## config.mk

```make
export PLATFORM = sky130hd
export DESIGN_NAME = mod241_residue_accumulator_flat
export DESIGN_NICKNAME = d
export VERILOG_FILES = /design/src/rtl/mod241_residue_accumulator_if.sv /design/src/rtl/mod241_residue_accumulator.sv /design/src/flat_wrapper.sv
export SDC_FILE = /design/constraint.sdc
export NUM_CORES = 1
export LEC_CHECK = 0
export BUFFER_PORTS_ARGS = -buffer_cell sky130_fd_sc_hd__buf_2
export CAP_MARGIN = 10
export CORE_MARGIN = 2
export CORE_UTILIZATION = 40
export CTS_BUF_LIST = sky130_fd_sc_hd__clkbuf_2 sky130_fd_sc_hd__clkbuf_4 sky130_fd_sc_hd__clkbuf_8
export DETAILED_ROUTE_END_ITERATION = 12
export PLACE_DENSITY = 0.68
export SLEW_MARGIN = 5
export SYNTH_ARGS = -nofsm -noshare
export SYNTH_HDL_FRONTEND = slang
export SYNTH_SLANG_ARGS = --single-unit
```

## constraint.sdc

```tcl
create_clock -name clk -period 6.6 [get_ports clk]
set_input_delay 0.66 -clock clk [delete_from_list [all_inputs] [get_ports clk]]
set_output_delay 0.66 -clock clk [all_outputs]
set_load 0.03 [all_outputs]
```

## src/rtl/mod241_residue_accumulator_if.sv

```systemverilog
// Stream bundle for the mod-241 residue accumulator: partial-residue input beats and the
// per-frame result handshake. The accumulator takes the slave modport.
interface mod241_residue_accumulator_if #(
  parameter int unsigned W = 8
) ();

  // Partial-residue stream from the LUT bank
  logic         s_valid;
  logic         s_ready;
  logic [W-1:0] s_data;
  logic         s_last;

  // Frame result towards the consumer
  logic         m_valid;
  logic         m_ready;
  logic [W-1:0] m_data;
  logic         frame_err;

  modport master (
    output s_valid,
    output s_data,
    output s_last,
    output m_ready,
    input  s_ready,
    input  m_valid,
    input  m_data,
    input  frame_err
  );

  modport slave (
    input  s_valid,
    input  s_data,
    input  s_last,
    input  m_ready,
    output s_ready,
    output m_valid,
    output m_data,
    output frame_err
  );

endinterface

```

## src/rtl/mod241_residue_accumulator.sv

```systemverilog
// Folds a stream of W-bit partial residues into one residue (mod MODULUS) per frame.
// Optional beat-count overflow flag is built when MOD241_OVF_EN is defined.
module mod241_residue_accumulator #(
  parameter int unsigned MODULUS    = 241,
  parameter int unsigned W          = 8,
  parameter int unsigned MAX_CHUNKS = 84,
  parameter int unsigned CW         = 7
) (
  input logic                         clk,
  input logic                         rst,
  mod241_residue_accumulator_if.slave bus
);

  localparam logic [0:0] StAccum = 1'b0;
  localparam logic [0:0] StHold  = 1'b1;

  localparam logic [W:0] ModExt = MODULUS[W:0];

  logic [0:0]   state_q, state_d;
  logic [W-1:0] acc_q, acc_d;
  logic [W-1:0] m_data_q, m_data_d;

  logic         beat;
  logic [W:0]   sum;
  logic [W:0]   red_one;
  logic [W:0]   red_two;
  logic [W-1:0] red;

  assign bus.s_ready = (state_q == StAccum);
  assign bus.m_valid = (state_q == StHold);
  assign bus.m_data  = m_data_q;

  assign beat = bus.s_valid & bus.s_ready;

  // acc < MODULUS and s_data < 2^W keep sum below 3*MODULUS, so two conditional
  // subtractions always land in 0..MODULUS-1.
  assign sum     = {1'b0, acc_q} + {1'b0, bus.s_data};
  assign red_one = (sum >= ModExt) ? (sum - ModExt) : sum;
  assign red_two = (red_one >= ModExt) ? (red_one - ModExt) : red_one;
  assign red     = red_two[W-1:0];

  logic unused_red_msb;
  assign unused_red_msb = red_two[W];

  always_comb begin
    state_d  = state_q;
    acc_d    = acc_q;
    m_data_d = m_data_q;
    unique case (state_q)
      StAccum: begin
        if (beat) begin
          if (bus.s_last) begin
            m_data_d = red;
            acc_d    = '0;
            state_d  = StHold;
          end else begin
            acc_d = red;
          end
        end
      end
      StHold: begin
        // No drain/accept bypass: s_ready only reasserts the cycle after the handshake.
        if (bus.m_ready) begin
          state_d = StAccum;
        end
      end
      default: state_d = StAccum;
    endcase
  end

  always_ff @(posedge clk or posedge rst) begin
    if (rst) begin
      state_q  <= StAccum;
      acc_q    <= '0;
      m_data_q <= '0;
    end else begin
      state_q  <= state_d;
      acc_q    <= acc_d;
      m_data_q <= m_data_d;
    end
  end

`ifdef MOD241_OVF_EN

  localparam logic [CW:0] CntOne  = (CW + 1)'(1);
  localparam logic [CW:0] MaxBeat = MAX_CHUNKS[CW:0];

  logic [CW-1:0] cnt_q, cnt_d;
  logic          frame_err_q, frame_err_d;
  logic [CW:0]   beats;

  // Beats seen so far in this frame, counting the one being offered now.
  assign beats = {1'b0, cnt_q} + CntOne;

  assign bus.frame_err = frame_err_q;

  always_comb begin
    cnt_d       = cnt_q;
    frame_err_d = frame_err_q;
    if (beat) begin
      if (bus.s_last) begin
        cnt_d       = '0;
        frame_err_d = (beats > MaxBeat);
      end else if (!(&cnt_q)) begin
        cnt_d = beats[CW-1:0];
      end
    end else if ((state_q == StHold) && bus.m_ready) begin
      frame_err_d = 1'b0;
    end
  end

  always_ff @(posedge clk or posedge rst) begin
    if (rst) begin
      cnt_q       <= '0;
      frame_err_q <= 1'b0;
    end else begin
      cnt_q       <= cnt_d;
      frame_err_q <= frame_err_d;
    end
  end

  a_err_with_valid: assert property (@(posedge clk) disable iff (rst)
    bus.frame_err |-> bus.m_valid);

`else

  assign bus.frame_err = 1'b0;

  // Counter configuration only matters for the overflow flag.
  logic unused_cfg;
  assign unused_cfg = (MAX_CHUNKS < (2 ** CW));

`endif

  a_result_held: assert property (@(posedge clk) disable iff (rst)
    (bus.m_valid && !bus.m_ready) |=> (bus.m_valid && $stable(bus.m_data)
                                       && $stable(bus.frame_err)));

  a_red_in_range: assert property (@(posedge clk) disable iff (rst)
    beat |-> (red_two < ModExt));

  a_ready_excl: assert property (@(posedge clk) disable iff (rst)
    !(bus.s_ready && bus.m_valid));

endmodule
```

## src/flat_wrapper.sv

```systemverilog
// flat-port wrapper written by rule: the top's interface ports become plain ports
module mod241_residue_accumulator_flat 
#(
  parameter int unsigned MODULUS    = 241,
  parameter int unsigned W          = 8,
  parameter int unsigned MAX_CHUNKS = 84,
  parameter int unsigned CW         = 7
)
  (clk, rst, bus_s_valid, bus_s_data, bus_s_last, bus_m_ready, bus_s_ready, bus_m_valid, bus_m_data, bus_frame_err);
  mod241_residue_accumulator_if #(.W(W)) bus_i ();
  input logic clk;
  input logic rst;
  input wire logic [$bits(bus_i.s_valid)-1:0] bus_s_valid;
  input wire logic [$bits(bus_i.s_data)-1:0] bus_s_data;
  input wire logic [$bits(bus_i.s_last)-1:0] bus_s_last;
  input wire logic [$bits(bus_i.m_ready)-1:0] bus_m_ready;
  output wire logic [$bits(bus_i.s_ready)-1:0] bus_s_ready;
  output wire logic [$bits(bus_i.m_valid)-1:0] bus_m_valid;
  output wire logic [$bits(bus_i.m_data)-1:0] bus_m_data;
  output wire logic [$bits(bus_i.frame_err)-1:0] bus_frame_err;
  assign bus_i.s_valid = bus_s_valid;
  assign bus_i.s_data = bus_s_data;
  assign bus_i.s_last = bus_s_last;
  assign bus_i.m_ready = bus_m_ready;
  assign bus_s_ready = bus_i.s_ready;
  assign bus_m_valid = bus_i.m_valid;
  assign bus_m_data = bus_i.m_data;
  assign bus_frame_err = bus_i.frame_err;
  mod241_residue_accumulator #(.MODULUS(MODULUS), .W(W), .MAX_CHUNKS(MAX_CHUNKS), .CW(CW)) u_core (.clk(clk), .rst(rst), .bus(bus_i));
endmodule
```

Yosys cells after proc, flatten, opt, wreduce, memory -nomap -nowiden
Cells that the tools add are included.

cells by class
  multiplexer cells = 7
  bitwise operators = 2
  add/sub/neg operators = 3
  reduce and logical (&&, ||, !) cells = 2
  magnitude comparators = 2

operators with widths
  kind                                                  number
  >= comparator 9 x 8 -> 1 bit (second input constant)  2
  two-way mux 8 bit                                     2
  adder 8 x 8 -> 9 bit                                  1
  two-way mux 9 bit                                     1
  subtractor 9 x 8 -> 9 bit (second input constant)     1
  subtractor 8 bit (second input constant)              1
  two-way mux 1 bit                                     3
  AND reduction 3 bit                                   1
  case mux 1 bit (2 select lines)                       1
  AND reduction 2 bit                                   1
  bitwise AND 1 bit                                     1
  NOT 1 bit                                             1

storage, ports and cells
  output and inout port bits = 11
  register bits after elaboration = 17
  input port bits = 13
  logic and storage cells = 19

Longest topological paths before layout
Gate-level depths: netlist of run 1.

  depth in word-level cells = 6
  mapped depth = 18
  mapped depth without buffers = 18

Least setup slack after synthesis of run 1
OpenSTA, ideal clock, no wires.

  path type = in2reg
  start point = in bus_s_data[0]
  end point = reg u_core.acc_q[1]
  stages on the path = 17
  slack = 2.423 ns
  required time = 6.526 ns
  setup time = 0.074 ns
  buffers on the path = 0
  arrival = 4.103 ns
  path through = ha_1 inv_1 fa_1 nor2b_1 o2111ai_1 nand3b_1 or4b_4 o21ai_4 a21oi_1 ha_1 and3_1 a21oi_1 o311ai_0 o211ai_2 nand2_2 mux2_4 o21ai_2

on the way
  word-level cells in the longest chain between the ends = 6
  elaborated cells on any way between the ends = 8
  classes of those cells = add/sub (3); order compare (2); mux (3)

ends and longest elaborated chain
  item                                                                              RTL line                          source
  start, declared                                                                   flat_wrapper.sv:14                input wire logic [$bits(bus_i.s_data)-1:0] bus_s_data;
  adder 8 x 8 -> 9 bit *                                                            mod241_residue_accumulator.sv:37  assign sum = {1'b0, acc_q} + {1'b0, bus.s_data};
  subtractor 9 x 8 -> 9 bit / >= comparator 9 x 8 -> 1 bit (equally long branches)  mod241_residue_accumulator.sv:38  assign red_one = (sum >= ModExt) ? (sum - ModExt) : sum;
  two-way mux 9 bit *                                                               mod241_residue_accumulator.sv:38
  subtractor 8 bit / >= comparator 9 x 8 -> 1 bit (equally long branches)           mod241_residue_accumulator.sv:39  assign red_two = (red_one >= ModExt) ? (red_one - ModExt) : red_one;
  two-way mux 8 bit *                                                               mod241_residue_accumulator.sv:39
  two-way mux 8 bit *                                                               mod241_residue_accumulator.sv:52  if (bus.s_last) begin
  end signal, assigned                                                              mod241_residue_accumulator.sv:74  acc_q <= '0;
  end signal, assigned                                                              mod241_residue_accumulator.sv:78  acc_q <= acc_d;
  end, declared                                                                     mod241_residue_accumulator.sv:20  logic [W-1:0] acc_q, acc_d;

Every way passes the cells marked *; elsewhere a longest branch is shown, timed or not.
A chain may end at the register's enable or synchronous reset.

Final worst setup path of run 1
  start point = in bus_s_data[0]
  end point = reg u_core.m_data_q[4], in the netlist u_core.bus.m_data[4]

on the way
  word-level cells in the longest chain between the ends = 5
  elaborated cells on any way between the ends = 7
  classes of those cells = add/sub (3); order compare (2); mux (2)

ends and longest elaborated chain
  item                                                                              RTL line                          source
  adder 8 x 8 -> 9 bit *                                                            mod241_residue_accumulator.sv:37
  subtractor 9 x 8 -> 9 bit / >= comparator 9 x 8 -> 1 bit (equally long branches)  mod241_residue_accumulator.sv:38
  two-way mux 9 bit *                                                               mod241_residue_accumulator.sv:38
  subtractor 8 bit / >= comparator 9 x 8 -> 1 bit (equally long branches)           mod241_residue_accumulator.sv:39
  two-way mux 8 bit *                                                               mod241_residue_accumulator.sv:39
  end signal, assigned                                                              mod241_residue_accumulator.sv:79  m_data_q <= m_data_d;
  end, declared                                                                     mod241_residue_accumulator.sv:21  logic [W-1:0] m_data_q, m_data_d;

Marks and branches as above.

==> results of run 1 <==
[worst max-delay path: cells and delay by family]
| kind | cells | cell delay (ps) |
|---|---|---|
| compound gates | 7 | 1760 |
| xor+xnor | 1 | 190 |
| fa+ha+maj | 3 | 880 |
| buf+inv | 2 | 150 |
| simple gates | 5 | 1020 |
[kinds of logic (layout without fill, tap and decap cells)]
logic type | Yosys count | in the layout | share of synthesized area
compound gates | 66 | 66 | 0.301
mux | 1 | 1 | 0.00880
xor+xnor | 13 | 13 | 0.0755
buf+inv | 15 | 37 | 0.0418
other cells | 1 | 1 | 0.00220
fa+ha+maj | 13 | 13 | 0.0997
flops | 17 | 17 | 0.249
simple gates | 67 | 67 | 0.222
[power breakdown]
| group | switching [mW] | internal, mW | leakage [nW] | total [mW] |
|---|---|---|---|---|
| logic | 0.532 | 0.341 | 0.589 | 0.873 |
| clock network | 0.0337 | 0.0469 | 0.0262 | 0.0806 |
| registers | 0.0215 | 0.146 | 0.217 | 0.168 |
[how the worst max path moves through the flow]
stage                     slack, ps           from                    to
after floorplan                2420  bus_s_data[0]       u_core.acc_q[1]
after global placement         1980  bus_s_data[0]  u_core.bus.m_data[4]
after detailed placement       1840  bus_s_data[0]  u_core.bus.m_data[4]
after CTS                      2070  bus_s_data[0]  u_core.bus.m_data[4]
after global routing           1690  bus_s_data[0]  u_core.bus.m_data[2]
final                          2030  bus_s_data[0]  u_core.bus.m_data[4]
[cells in the final DEF, fill, tap and decap left out, types with 4 or more instances in the layout]
cell type	synthesis	layout
nor2_1	9	9
xnor2_1	6	6
ha_1	12	12
buf_2	0	22
or2_2	4	4
nand2_1	22	22
inv_1	11	11
xor2_1	5	5
o31ai_1	6	6
and3_1	4	4
dfrtp_1	17	17
o21ai_0	14	14
a21oi_1	9	9
[registers in the layout, summed over array words and instances (netlist names)]
name	cells
u_core.bus.m_valid	1
u_core.acc_q	8
u_core.bus.m_data	8
[area by class of cell]
class,count,area [um^2],share of cell area
clock buffers,4,48.8,0.0257
inverters,11,41.3,0.0218
multi-input cells,161,1210,0.637
flip-flops and latches,17,425,0.224
well taps,50,62.6,0.0330
repair buffers,22,110,0.0580
[per-stage QoR]
stage	setup slack (ps)	cell area (um^2)
2_1_floorplan	2420	1710
3_3_place_gp	1980	1850
3_5_place_dp	1840	1850
4_1_cts	2070	1900
5_1_grt	1690	1900
6_report	2030	1900
[per-layer routing]
layer | share of wire | wire (um) | global-route usage | vias up
met5 | 0 | 0 | 0 | -
met4 | 0.0042 | 16 | 0.0392 | 0
met3 | 0.028 | 105 | 0.0276 | 2
met2 | 0.46 | 1770 | 0.265 | 31
met1 | 0.50 | 1920 | 0.238 | 705
li1 | - | - | - | 761
==> qor.yml, run 1 <==
worst_setup_path:
  worstPathCellList: "buf_2 > ha_1 > inv_1 > fa_1 > nor2b_1 > o2111ai_1 > nand3b_1 > or4b_4 > o21ai_4 > nor2_1 > a21oi_1 > ha_1 > nand2_1 > o311ai_0 > o211ai_2 > a211oi_2 > xnor2_1 > o21ai_0"
  crit_required_ps: 6710
  rr_endpoint: "u_core.bus.m_data[4]"
  cp-start-kind: "input pin"
  r2r_slack_ps: 2150
  crit_path_top_delay_cell: "or4b_4"
  cpPeakStageDelay_ps: 510
  critPathMaxFanout: 7
  cp-end-kind: "flip-flop"
  reg2reg_from: "u_core.acc_q[0]"
  reg2reg_depth: 17
  crit_type: "in2reg"
  critPathMostFrequentCell: "ha_1"
  critPathArrivalTime_ps: 4670
cts:
  cts_resized: 0
  clk_transition_reported_paths_ps: 60
  cts_tree: "built"
  cts_sinks: 17
  hold_buffers: 0
  numCtsBuffers: 3
  cts-root-buf: "clkbuf_8"
  clk_latency_ps: 250
  htree_levels: 1
  postCtsSetupRepairBufs: 0
  clock_path_buffers: 2
drt:
  vias: 1499
  vias_per_cell: 5.66
  wl_mm: 3.81
  drt_iter0_drc: 68
  drc_errors: 0
  firstDrtPassIters: 4
  ant_nets: 0
  wl_per_cell_um: 14.4
synth:
  synth.yosys.seq_area_share: 0.249
  synth_common_cells: "22 x nand2_1, 17 x dfrtp_1, 14 x o21ai_0"
  synth_edf_count: 0
  yosysMostFrequentCell: "nand2_1"
  syn_nets: 219
  synth_ff_type: "dfrtp_1"
  synthArstFlopShare: 1.00
  synth_top_area_cell: "dfrtp_1"
  ys.warnings.count: 0
  netlist_area_mm2: 0.00171
  ys_ff_latch: 17
  yosysTopAreaCellShare: 0.249
  syn_area_per_cell_um2: 8.84
  synthTopCellsByArea: "dfrtp_1 25%, ha_1 8.8%, nand2_1 4.8%"
  syn_inst: 193
  synth.distinct_cells: 63
pwr:
  ir_worst_vdd_mv: 0.361
  power.total_mw: 1.12
  power_density_mw_per_mm2: 591
  leakage_nw: 0.833
job:
  maxCapViolCount: 0
floorplanning:
  core_area_mm2: 0.00406
  rows: 23
  dieArea_mm2: 0.00481
  start_util: 0.421
  die_w_um: 69.3
  fp.dieH_um: 69.3
  ios: 24
global_route:
  grt_max_degree: 18
  overflow: 0
  grt_pass1_wl_mm: 6.64
  antenna_found_initial: 0
  grt_pass1_vias: 1434
  track_usage: 0.167
sta:
  clock_skew_ps: 1.20
  relSlewSlack: 0.427
  clock.fmax_mhz: 219
  setup_tns_ps: 0
  period_needed_ps: 4570
  rsz0062_at_grt: "false"
  hold_ws_ps: 476
  setup_viol: 0
  maxSlewViolCount: 0
  hold_viol: 0
  layout_worst_path_cycle_share: 0.692
  tightestPinTransition_ps: 850
layout:
  fin_nets: 242
  post-route-util: 0.468
  drive_above_1_share: 0.256
  num_antenna_cells: 0
  final_cell_count_no_fill: 265
  syn_to_final_growth_pct: 11.2
  fillerInstances: 386
placement:
  finalWeightedCongestion: 0.864
  post-place-cells: 261
  dp_hpwl_mm: 3.08
  port_buffers: 22
hold_path:
  hp-start: "u_core.bus.m_data[5]"
  min-delay-path-class: "reg2reg"
  hold_path_end: "u_core.bus.m_data[5]"
  hold_depth: 2
run_status:
  status: "finished clean"
No activity file was read; power rests on OpenSTA's default activity.
==> run 2: changes to the inputs <==
==> constraint.sdc (replaced) <==
create_clock -name clk -period 4.4 [get_ports clk]
set_input_delay 0.44 -clock clk [delete_from_list [all_inputs] [get_ports clk]]
set_output_delay 0.44 -clock clk [all_outputs]
set_load 0.03 [all_outputs]
==> run 2 against run 1 <==
Sequential power up 51%; hold slack worse by 210 ps; critical path type is now reg2reg; final area up 6.8%; flip-flop and latch count unchanged; worst setup slack worse by 1700 ps; critical endpoint unchanged.
==> qor.yml, run 2 (synthesized netlist as in run 1, its figures left out) <==
worst_setup_path:
  crit_path_top_delay_cell: "or4b_4"
  worstPathCellList: "ha_1 > inv_1 > o31ai_2 > a2111oi_4 > or4b_4 > o21ai_4 > nor2_1 > a21oi_2 > ha_1 > nand2_1 > o311ai_0 > o211ai_2 > a211oi_2 > xnor2_1 > o21ai_0"
  reg2reg_from: "u_core.acc_q[5]"
  cp-start-kind: "flip-flop"
  critPathArrivalTime_ps: 4220
  critPathMostFrequentCell: "ha_1"
  critPathMaxFanout: 7
  cp-end-kind: "flip-flop"
  crit_required_ps: 4510
  cpPeakStageDelay_ps: 570
  cp_top_family: "compound AO/OA/AOI/OAI gates"
  crit_start: "u_core.acc_q[5]"
  crit_type: "reg2reg"
  path_buf_inv: 1
sta:
  relSlewSlack: 0.569
  layout_worst_path_cycle_share: 0.935
  setup_tns_ps: 0
  tightestPinTransition_ps: 646
  clock.fmax_mhz: 243
  setup_viol: 0
  period_needed_ps: 4110
  maxSlewViolCount: 0
  hold_viol: 0
  hold_ws_ps: 270
  clock_skew_ps: 0.711
  rsz0062_at_grt: "false"
  setup_slack_ps: 285
global_route:
  grt_max_degree: 18
  overflow: 0
  track_usage: 0.167
  grt_most_used_layer: "met2"
  met3_usage: 0.0305
  antenna_found_initial: 0
  use_met1: 0.230
  grt_pass1_vias: 1441
  grt.met2_usage: 0.277
  grt_pass1_wl_mm: 6.68
placement:
  post-place-cells: 274
  port_buffers: 22
  dp_hpwl_mm: 3.20
  pre_cts_slack_ps: 143
  finalWeightedCongestion: 0.871
run_status:
  status: "finished clean"
cts:
  cts-root-buf: "clkbuf_8"
  cts_sinks: 17
  cts_tree: "built"
  clk_latency_ps: 250
  clk_transition_reported_paths_ps: 60
  numCtsBuffers: 3
  htree_levels: 1
  clock_path_buffers: 2
  hold_buffers: 0
layout:
  drive_above_1_share: 0.323
  final_cell_count_no_fill: 279
  num_antenna_cells: 0
  fillerInstances: 375
  fin_nets: 256
  layout_common_cells: "22 x nand2_1, 22 x buf_2, 17 x dfrtp_1"
  post-route-util: 0.500
  register_area_um2: 425
  syn_to_final_growth_pct: 18.8
  multiInputGateArea_mm2: 0.00123
floorplanning:
  die_w_um: 69.3
  fp.dieH_um: 69.3
  dieArea_mm2: 0.00481
  rows: 23
  start_util: 0.421
  ios: 24
  core_area_mm2: 0.00406
pwr:
  leakage_nw: 0.904
  ir_worst_vdd_mv: 0.543
  power_density_mw_per_mm2: 904
hold_path:
  min-delay-path-class: "in2async"
drt:
  ant_nets: 0
  wl_per_cell_um: 14.1
  wl_mm: 3.94
  vias_per_cell: 5.50
  drc_errors: 0
  drt_iter0_drc: 72
  vias: 1534
  firstDrtPassIters: 4
job:
  maxCapViolCount: 0
run 2: repair_timing:
action / in CTS / in global routing
endpoints found under the setup margin: 0 / 9
gates resized for setup: 0 / 5
setup buffers: 0 / 1
run 2: path summary, 6_finish.rpt:
kind,end,slack (ps),depth (start not counted)
min in group clk,u_core.bus.m_valid,360,2
min,u_core.acc_q[7],270,2
min reg2reg,u_core.bus.m_data[2],480,2
max,u_core.bus.m_data[4],290,15
max reg2reg,u_core.bus.m_data[4],290,15
max in group asynchronous,u_core.bus.m_data[0],3720,2
run 2: power breakdown:
group / switching [mW] / internal [mW]
Combinational: 0.838 / 0.621
Sequential: 0.0331 / 0.220
Clock: 0.0501 / 0.0703
run 2: worst register-to-register path, stage by stage, from the launching register on:
cell and delay, ps:
dfrtp_1 400, ha_1 430, inv_1 150, o31ai_2 390, a2111oi_4 100, or4b_4 570, o21ai_4 230, nor2_1 80
a21oi_2 130, ha_1 190, nand2_1 50, o311ai_0 380, o211ai_2 230, a211oi_2 330, xnor2_1 200, o21ai_0 110
run 2: routing by layer:
metal | vias up | routed length [um]
met3 | 4 | 153
met2 | 40 | 1880
li1 | 784 | -
met4 | 0 | 25
met1 | 706 | 1880
met5 | - | 0
run 2: final cells by class:
type / instances / area share
Multi-Input combinational cell: 161 / 0.609
Sequential cell: 17 / 0.210
Timing Repair Buffer: 36 / 0.106
Tap cell: 50 / 0.0309
Clock buffer: 4 / 0.0241
Inverter: 11 / 0.0204
run 2: metrics by stage:
| stage | total power, mW | area [um^2] |
|---|---|---|
| 3_5_place_dp | 1.68 | 1950 |
| 2_1_floorplan | 1.30 | 1710 |
| 3_3_place_gp | 1.66 | 1950 |
| 5_1_grt | 1.99 | 2030 |
| 4_1_cts | 1.80 | 2000 |
| 6_report | 1.83 | 2030 |
==> run 3: changes to the inputs <==
--- a/config.mk
+++ b/config.mk
@@ -5,6 +5,7 @@
 export SDC_FILE = /design/constraint.sdc
 export NUM_CORES = 1
 export LEC_CHECK = 0
+export ABC_AREA = 1
 export BUFFER_PORTS_ARGS = -buffer_cell sky130_fd_sc_hd__buf_2
 export CAP_MARGIN = 10
 export CORE_MARGIN = 2
==> run 3 against run 2 <==
Core utilization decreased by 2.6 points; clock skew increased by 3.1 ps; critical path type unchanged; die area increased by 1.4%; clock-buffer cell count decreased by 1; critical endpoint is now u_core.bus.m_data[3].
==> qor.yml, run 3 <==
layout:
  syn_to_final_growth_pct: 11.6
  drive_above_1_share: 0.166
  fillerInstances: 424
  num_antenna_cells: 0
  final_common_cell: "nand2_1"
  final_cell_area_mm2: 0.00193
  layout_common_cells: "110 x nand2_1, 39 x inv_1, 26 x nand3_1"
  fin_nets: 323
global_route:
  antenna_found_initial: 0
  overflow: 0
  track_usage: 0.173
  grt_pass1_wl_mm: 6.96
  grt_pass1_vias: 1566
  grt_max_degree: 18
hold_path:
  min-delay-path-class: "in2async"
worst_setup_path:
  cp-end-kind: "flip-flop"
  critPathArrivalTime_ps: 3580
  crit_type: "reg2reg"
  cp-start-kind: "flip-flop"
  critPathMostFrequentCell: "nand2_1"
  critPathMaxFanout: 11
  crit_path_top_delay_cell: "fa_1"
  worstPathCellList: "ha_1 > inv_1 > fa_1 > nand2_1 > a21oi_2 > nand3_1 > nand2_1 > nor2_1 > nand2_2 > nand3_2 > o21ai_1 > inv_1 > ha_1 > inv_1 > nor2_1 > nand2_1 > nor2_4 > nor2_8 > nand2_4 > nand2_1 > nand2_1 > nand2_1 > nand2_1"
  cpPeakStageDelay_ps: 570
  crit_required_ps: 4540
run_status:
  status: "finished clean"
synth:
  synthArstFlopShare: 1.00
  yosysMostFrequentCell: "nand2_1"
  synth_top_family_by_area: "simple AND/OR/NAND/NOR gates"
  ys_ff_latch: 17
  synth-compound-area-share: 0.0462
  synth-xor-area-share: 0.0303
  syn_inst: 272
  synth_ff_type: "dfrtp_1"
  syn_nets: 298
  synthTopCellsByArea: "dfrtp_1 25%, nand2_1 24%, ha_1 8.7%"
  synth_edf_count: 0
  synthAdderAreaFrac: 0.0982
  netlist_area_mm2: 0.00173
  synth-simple-area-share: 0.476
  ys.warnings.count: 0
  synth.distinct_cells: 32
  synth.yosys.seq_area_share: 0.245
  synth_common_cells: "110 x nand2_1, 39 x inv_1, 26 x nand3_1"
  synth_top_area_cell: "dfrtp_1"
  yosysTopAreaCellShare: 0.245
  synthMuxAreaShare: 0
  syn_area_per_cell_um2: 6.37
drt:
  drc_errors: 0
  wl_mm: 3.98
  vias: 1670
  vias_per_cell: 4.83
  wl_per_cell_um: 11.5
  firstDrtPassIters: 4
  drt_iter0_drc: 77
  ant_nets: 0
cts:
  clk_latency_ps: 250
  hold_buffers: 0
  clock_path_buffers: 2
  clk_transition_reported_paths_ps: 70
  postCtsSetupRepairBufs: 0
  cts_sinks: 17
  cts_resized: 0
  cts_tree: "built"
  numCtsBuffers: 3
  cts-root-buf: "clkbuf_8"
  htree_levels: 1
sta:
  maxSlewViolCount: 0
  rsz0062_at_grt: "false"
  setup_slack_ps: 962
  setup_viol: 0
  period_needed_ps: 3440
  hold_viol: 0
  clock.fmax_mhz: 291
  setup_tns_ps: 0
  layout_worst_path_cycle_share: 0.781
  relSlewSlack: 0.569
  hold_ws_ps: 267
  clock_skew_ps: 3.79
  tightestPinTransition_ps: 646
placement:
  pre_cts_slack_ps: 800
  place_area_mm2: 0.00189
  dp_hpwl_mm: 3.36
  finalWeightedCongestion: 0.858
  port_buffers: 22
floorplanning:
  rows: 23
  start_util: 0.424
  ios: 24
  core_area_mm2: 0.00409
  die_w_um: 69.8
  fp.dieH_um: 69.8
  dieArea_mm2: 0.00487
job:
  maxCapViolCount: 0
## run 3: cell types whose count changed after synthesis, sizes merged, moves of 5 or more
cell	previous run	this run
o31ai	6	0
a211oi	5	0
nand2	23	120
nand3	4	29
o21ai	20	5
inv	11	41
nand4	1	9
xnor2	7	1
nor2	10	17
## run 3: path summary, 6_finish.rpt
check	start	endpoint	slack, ps	cells past startpoint
worst max-delay path	u_core.acc_q[0]	u_core.bus.m_data[3]	960	23
worst min-delay path	rst	u_core.bus.m_valid	270	2
worst max register to register	u_core.acc_q[0]	u_core.bus.m_data[3]	960	23
worst min register to register	u_core.bus.m_data[2]	u_core.bus.m_data[2]	480	2
max in group asynchronous	rst	u_core.acc_q[2]	3720	2
min in group clk	bus_m_ready	u_core.bus.m_valid	360	2
## run 3: cell families (layout without fill, tap and decap cells)
group / count (synthesis) / after routing
AND/OR/NAND/NOR: 178 / 178
buffers and inverters: 44 / 68
flip-flops: 17 / 17
adder cells (fa/ha/maj): 13 / 13
AO/OA/AOI/OAI: 13 / 13
XOR/XNOR: 6 / 6
other: 1 / 1
## run 3: area by class of cell
cell class / instances / area [um^2] / share of cell area
flip-flops and latches: 17 / 425 / 0.220
repair buffers: 22 / 110 / 0.0570
multi-input cells: 211 / 1130 / 0.585
clock buffers: 3 / 41.3 / 0.0214
clock inverters: 1 / 5.00 / 0.00259
well taps: 50 / 62.6 / 0.0324
inverters: 42 / 158 / 0.0816
## run 3: stage by stage
stage | std cells | utilization
finish | 346 | 0.473
global route | 346 | 0.473
CTS | 346 | 0.473
detailed placement | 342 | 0.462
global placement | 342 | 0.462
floorplan | 272 | -
## run 3: per-layer routing
| layer | up-vias | part of all wire | GRT usage |
|---|---|---|---|
| met3 | 2 | 0.039 | 0.0160 |
| li1 | 895 | - | - |
| met2 | 31 | 0.46 | 0.283 |
| met1 | 742 | 0.49 | 0.243 |
| met5 | - | 0 | 0 |
| met4 | 0 | 0.0018 | 0.0491 |
## run 3: critical path, delay by kind of cell (launching register included)
family	cells	cell delay (ps)
simple gates	15	1410
fa+ha+maj	3	950
compound gates	2	400
flops	1	350
buf+inv	3	210
Power of run 3 is left out: the tool's default activity adds up to more than one toggle a clock period on the data nets, which glitch-free logic cannot reach.
